### config.mk
export PLATFORM = sky130hd
export DESIGN_NAME = cram_loader
export DESIGN_NICKNAME = d
export VERILOG_FILES = /design/src/rtl/cram_pkg.sv /design/src/rtl/cram_loader.sv
export SDC_FILE = /design/constraint.sdc
export NUM_CORES = 1
export LEC_CHECK = 0
export CAP_MARGIN = 20
export CORE_MARGIN = 5
export CORE_UTILIZATION = 30
export CTS_CLUSTER_SIZE = 12
export DETAILED_ROUTE_END_ITERATION = 8
export PLACE_DENSITY = 0.68
export SLEW_MARGIN = 20
export SYNTH_ARGS = -nofsm -noshare
export SYNTH_HDL_FRONTEND = slang
export SYNTH_SLANG_ARGS = --single-unit
### constraint.sdc
create_clock -name clk -period 6.66 [get_ports clk]
set_clock_uncertainty 0.2 [all_clocks]
set_input_delay 0.999 -clock clk [delete_from_list [all_inputs] [get_ports clk]]
set_output_delay 0.999 -clock clk [all_outputs]
set_load 0.005 [all_outputs]
### src/rtl/cram_pkg.sv
// Shared definitions for the CRAM diagnostic loader: word geometry, DIAG_FN codes,
// loader states and the chunk <-> word bit mapping (bit n of 0:83 is vector index 83-n).
package cram_pkg;

  localparam int CRAM_W   = 84;
  localparam int CHUNK_W  = 21;
  localparam int N_CHUNKS = 4;

  localparam logic [2:0] FN_LDADR  = 3'd0;
  localparam logic [2:0] FN_LDCH0  = 3'd1;
  localparam logic [2:0] FN_LDCH1  = 3'd2;
  localparam logic [2:0] FN_LDCH2  = 3'd3;
  localparam logic [2:0] FN_LDCH3  = 3'd4;
  localparam logic [2:0] FN_WRITE  = 3'd5;
  localparam logic [2:0] FN_READ   = 3'd6;
  localparam logic [2:0] FN_CLRERR = 3'd7;

  typedef enum logic [1:0] {
    ST_IDLE = 2'd0,
    ST_WR   = 2'd1,
    ST_RDW  = 2'd2
  } state_t;

  // Low vector index of chunk k. Chunk 0 holds CRAM bits 0..20, the most significant end,
  // so DIAG_DATA[20] lands on the lowest-numbered CRAM bit of the chunk.
  function automatic int chunk_lo(input logic [1:0] k);
    return (N_CHUNKS - 1 - int'(k)) * CHUNK_W;
  endfunction

  function automatic logic [CRAM_W-1:0] chunk_insert(input logic [CRAM_W-1:0]  word,
                                                     input logic [1:0]         k,
                                                     input logic [CHUNK_W-1:0] data);
    logic [CRAM_W-1:0] w;
    w = word;
    w[chunk_lo(k) +: CHUNK_W] = data;
    return w;
  endfunction

  function automatic logic [CHUNK_W-1:0] chunk_extract(input logic [CRAM_W-1:0] word,
                                                       input logic [1:0]        k);
    return word[chunk_lo(k) +: CHUNK_W];
  endfunction

endpackage

### src/rtl/cram_loader.sv
// Diagnostic CRAM loader: assembles 84-bit words from 21-bit chunks, writes them to the
// microcode store and reads words back for verification.
module cram_loader
  import cram_pkg::*;
#(
  parameter int ADDR_W  = 12,
  parameter int RD_LAT  = 1,
  parameter int AUTOINC = 1
) (
  input  logic                clk,
  input  logic                reset,
  input  logic                DIAG_STROBE,
  input  logic [2:0]          DIAG_FN,
  input  logic [CHUNK_W-1:0]  DIAG_DATA,
  input  logic [1:0]          DIAG_RSEL,
  output logic                BUSY,
  output logic                ACK,
  output logic                ERR,
  output logic                OWN,
  output logic                CRAM_WE,
  output logic [ADDR_W-1:0]   CRAM_ADDR,
  output logic [CRAM_W-1:0]   CRAM_DIN,
  input  logic [CRAM_W-1:0]   CRAM_DOUT,
  output logic [CRAM_W-1:0]   RDDATA,
  output logic [CHUNK_W-1:0]  RDCHUNK
);

  localparam int CNT_W = 2;

  state_t              state, state_nx;
  logic [ADDR_W-1:0]   addr;
  logic [CRAM_W-1:0]   din;
  logic [CRAM_W-1:0]   rddata;
  logic [CNT_W-1:0]    cnt;
  logic                ack;
  logic                err;
  logic                rd_done;
  logic [1:0]          ld_sel;

  // LDCH0..3 are codes 1..4; the low two bits minus one give the chunk index.
  assign ld_sel  = DIAG_FN[1:0] - 2'd1;
  assign rd_done = (state == ST_RDW) && (cnt == CNT_W'(1));

  // NOTE: state_nx gets its default before the case so no path leaves it unassigned,
  // which would otherwise infer a latch.
  always_comb begin
    state_nx = state;
    case (state)
      ST_IDLE: begin
        if (DIAG_STROBE && DIAG_FN == FN_WRITE) state_nx = ST_WR;
        if (DIAG_STROBE && DIAG_FN == FN_READ)  state_nx = ST_RDW;
      end
      ST_WR:   state_nx = ST_IDLE;
      ST_RDW:  if (rd_done) state_nx = ST_IDLE;
      default: state_nx = ST_IDLE;
    endcase
  end

  // NOTE: registered state uses non-blocking assignments so every flop samples
  // pre-edge values regardless of statement order.
  always_ff @(posedge clk or posedge reset) begin
    if (reset) state <= ST_IDLE;
    else       state <= state_nx;
  end

  always_ff @(posedge clk or posedge reset) begin
    if (reset) begin
      addr   <= '0;
      din    <= '0;
      rddata <= '0;
      cnt    <= '0;
      ack    <= 1'b0;
      err    <= 1'b0;
    end else begin
      ack <= 1'b0;
      case (state)
        ST_IDLE: begin
          if (DIAG_STROBE) begin
            case (DIAG_FN)
              FN_LDADR: begin
                addr <= DIAG_DATA[ADDR_W-1:0];
                ack  <= 1'b1;
              end
              FN_LDCH0, FN_LDCH1, FN_LDCH2, FN_LDCH3: begin
                din <= chunk_insert(din, ld_sel, DIAG_DATA);
                ack <= 1'b1;
              end
              FN_CLRERR: begin
                err <= 1'b0;
                ack <= 1'b1;
              end
              FN_READ: cnt <= CNT_W'(RD_LAT);
              default: ;
            endcase
          end
        end
        ST_WR: begin
          ack <= 1'b1;
          if (AUTOINC != 0) addr <= addr + ADDR_W'(1);
        end
        ST_RDW: begin
          cnt <= cnt - CNT_W'(1);
          if (rd_done) begin
            rddata <= CRAM_DOUT;
            ack    <= 1'b1;
            if (AUTOINC != 0) addr <= addr + ADDR_W'(1);
          end
        end
        default: ;
      endcase
      // A strobe during an operation is dropped; only the sticky flag records it.
      if (DIAG_STROBE && state != ST_IDLE) err <= 1'b1;
    end
  end

  assign BUSY      = (state != ST_IDLE);
  assign OWN       = (state != ST_IDLE);
  assign CRAM_WE   = (state == ST_WR);
  assign ACK       = ack;
  assign ERR       = err;
  assign CRAM_ADDR = addr;
  assign CRAM_DIN  = din;
  assign RDDATA    = rddata;
  assign RDCHUNK   = chunk_extract(rddata, DIAG_RSEL);

endmodule

==> results.py <==
metrics = {
    "hold_path": {
        "hp-start": "CRAM_DIN[35]$_DFFE_PP0P_",
        "min_path_type": "register to register",
        "min_path_cells": 2,
    },
    "sta": {
        "hold_violations": 0,
        "worst_pin_slew_ns": 1.10,
        "finalCriticalPeriod_ns": 4.29,
        "grt_setup_unrepaired": "false",
        "maxSlewViolCount": 0,
        "relSlewSlack_pct": 26.7,
        "setup_viol": 0,
        "hold_ws_ns": 0.285,
        "finalCritPeriodShare_pct": 64.4,
        "max_freq_mhz": 233,
        "tns_ns": 0,
    },
    "floorplan": {
        "die_x_um": 185,
        "floorplan.initialDensity_pct": 30.6,
        "num_io_pins": 319,
        "fp.coreArea_um2": 29900,
        "dieArea_um2": 34000,
        "dieHeight_um": 185,
        "rows": 63,
    },
    "layout": {
        "post-route-util_pct": 44.3,
        "fin_nets": 1143,
        "syn_to_final_growth_pct": 44.7,
        "drive_gt1_share_pct": 18.5,
        "diodes": 0,
        "final_area_um2": 13200,
    },
    "routing": {
        "vias": 7435,
        "drt_iter0_markers": 402,
        "drc": 0,
        "drtAntennaViolNets": 0,
        "firstDrtPassIters": 4,
        "via_per_inst": 5.23,
        "drt-wirelength-per-cell_um": 23.1,
        "routed_wl_mm": 32.9,
    },
    "logic_synthesis": {
        "synth_edf_count": 0,
        "synthMuxAreaShare_pct": 22.5,
        "synth_top_family_by_area": "multiplexers",
        "avgSynthCellArea_um2": 12.5,
        "synth_warnings": 0,
        "syn_area_um2": 9140,
        "synth_flop_cell": "dfrtp_1",
        "synthXorXnorAreaFrac_pct": 0.192,
        "synthAdderAreaFrac_pct": 1.51,
        "ys_seq_area_share_pct": 51.0,
        "synth-seq-cells": 186,
        "yosys.area_share.simple_pct": 9.27,
        "ys_async_sr_fraction_pct": 100,
        "synthDistinctLibCells": 59,
        "synthCells": 732,
        "synth_nets": 856,
        "synth_compound_area_share_pct": 11.9,
    },
    "clock_network": {
        "cts_inserted_buffers": 17,
        "hold_buffers": 0,
        "clockBufferDepth": 2,
        "cts.clk_slew.worst_paths_ns": 0.07,
        "cts_setup_buffers": 0,
        "cts_tree": "built",
        "htreeDepth": 4,
        "root_buffer": "clkbuf_16",
        "clk_latency_ns": 0.43,
        "cts_resized": 0,
        "clkSinkCount": 186,
    },
    "setup_path": {
        "slowest_stage": "clkdlybuf4s50_1",
        "critPathLaunchType": "input pin",
        "path_cells": "clkdlybuf4s50_1 -> mux4_2 -> clkdlybuf4s50_1",
        "crit_start": "DIAG_RSEL[1]",
        "required_ns": 5.46,
        "ff2ff_path_depth": 6,
        "crit_path_max_incr_delay_ns": 1.18,
        "critPathMaxFanout": 21,
        "critPathArrivalTime_ns": 3.09,
        "crit_top_cell": "clkdlybuf4s50_1",
        "endpoint_kind": "primary output",
        "setup.worst_path.class": "input pin to primary output",
        "reg2reg_from": "state[1]$_DFFE_PP0P_",
    },
    "place": {
        "dp_hpwl_mm": 24.9,
        "gp_congestion": 0.876,
        "place_area_um2": 12500,
        "portBuffers": 318,
    },
    "grt": {
        "grt_max_degree": 143,
        "grt_overflow": 0,
        "grt_use_total_pct": 18.7,
        "grt_pass1_wl_mm": 48.6,
        "grt_pass1_vias": 7422,
        "antenna_found_initial": 1,
    },
    "power": {
        "p_total_mw": 5.37,
        "power_leakage_nw": 5.33,
        "p_per_area_nw_per_um2": 406,
        "ir_worst_vdd_v": 0.000177,
    },
    "outcome": {
        "status": "completed",
    },
    "job": {
        "cap_violations": 0,
    },
}
[power by group]
group          leakage [nW]  switching (mW)  total [mW]  internal [mW]
clock network         0.316           0.527        1.11          0.587
logic                  2.68           0.837        2.28           1.44
registers              2.33           0.411        1.97           1.56
[worst max-delay path, delay by kind of cell]
| kind | cells | cell delay [ns] |
|---|---|---|
| buf+inv | 2 | 1.66 |
| mux | 1 | 0.44 |
[layout by cell type, fill, tap and decap left out, types with 3 or more instances in the layout]
cell             synthesis  routed
nand2_1                 69      68
nand3_1                 28      28
o21ai_0                 47      47
mux2_2                 102     102
inv_1                   11      10
nor2_1                  16      16
nor2b_1                  4       4
ha_1                    11      11
nand4_1                  5       5
a22o_1                  44      44
a21oi_1                 17      17
o221ai_1                 4       4
nand2b_1                13      13
dfrtp_1                186     186
buf_4                    5       4
clkdlybuf4s50_1          0     316
inv_8                    0       4
a31oi_1                  4       4
clkinv_8                 0       7
and3_1                   4       4
mux2i_1                  3       3
o21ai_1                 10      10
o22ai_1                  5       5
mux4_2                  39      39
a2bb2oi_1                4       4
a211oi_1                 4       4
clkbuf_16                0      17
nor3_1                   4       4
a21o_1                   4       4
[metrics by stage]
stage	cells	setup slack, ns
2_1_floorplan	732	0.404
3_3_place_gp	1390	2.09
3_5_place_dp	1390	2.02
4_1_cts	1422	2.38
5_1_grt	1422	2.12
6_report	1422	2.37
[layer usage]
layer  routed length (um)  part of all wire (%)  GRT usage, %
met3                 3320                    10          6.16
met2                15600                    47          29.9
met5                   13                 0.040             0
met4                  741                   2.3          5.26
met1                13200                    40          24.4
[final timing paths]
path | slack, ns | end
worst max-delay path | 2.37 | RDCHUNK[0]
worst min-delay path | 0.28 | CRAM_DIN[35]$_DFFE_PP0P_
worst max register to register | 3.39 | CRAM_DIN[59]$_DFFE_PP0P_
worst min register to register | 0.28 | CRAM_DIN[35]$_DFFE_PP0P_
max in group asynchronous | 4.23 | CRAM_DIN[22]$_DFFE_PP0P_
min in group asynchronous | 0.89 | RDDATA[44]$_DFFE_PP0P_
[synthesized netlist by cell type, types with 3 or more instances]
master / instances / share of area, %
dfrtp_1: 186 / 51
mux2_2: 102 / 13
nand2_1: 69 / 2.8
o21ai_0: 47 / 2.6
a22o_1: 44 / 4.2
mux4_2: 39 / 9.6
nand3_1: 28 / 1.5
buf_2: 21 / 1.2
clkbuf_1: 21 / 0.86
a21oi_1: 17 / 0.93
nor2_1: 16 / 0.66
nand2b_1: 13 / 0.89
ha_1: 11 / 1.5
inv_1: 11 / 0.45
o21ai_1: 10 / 0.55
buf_6: 6 / 0.74
buf_4: 5 / 0.41
nand4_1: 5 / 0.34
o22ai_1: 5 / 0.34
a211oi_1: 4 / 0.33
a21o_1: 4 / 0.33
a2bb2oi_1: 4 / 0.38
a31oi_1: 4 / 0.27
and3_1: 4 / 0.27
nor2b_1: 4 / 0.27
nor3_1: 4 / 0.22
o221ai_1: 4 / 0.38
mux2i_1: 3 / 0.33
[cell type report]
type                            count  area, um^2
Fill cell                        2719       16700
Sequential cell                   186        4650
Clock inverter                     15         229
Tap cell                          390         488
Inverter                           11        53.8
Timing Repair Buffer              322        3200
Clock buffer                       17         425
Multi-Input combinational cell    481        4170
[sequential cells by signal, indices dropped and copies added, names as in the netlist]
signal,flops
CRAM_DIN,84
RDDATA,84
ACK,1
cnt,2
state,2
ERR,1
CRAM_ADDR,12
[logic make-up after synthesis]
| logic type | after synthesis |
|---|---|
| multiplexers | 144 |
| XOR/XNOR | 2 |
| buffers and inverters | 65 |
| AO/OA/AOI/OAI | 159 |
| adder cells (fa/ha/maj) | 11 |
| flip-flops | 186 |
| AND/OR/NAND/NOR | 165 |
Note: power is estimated with default switching activity, not from simulation.
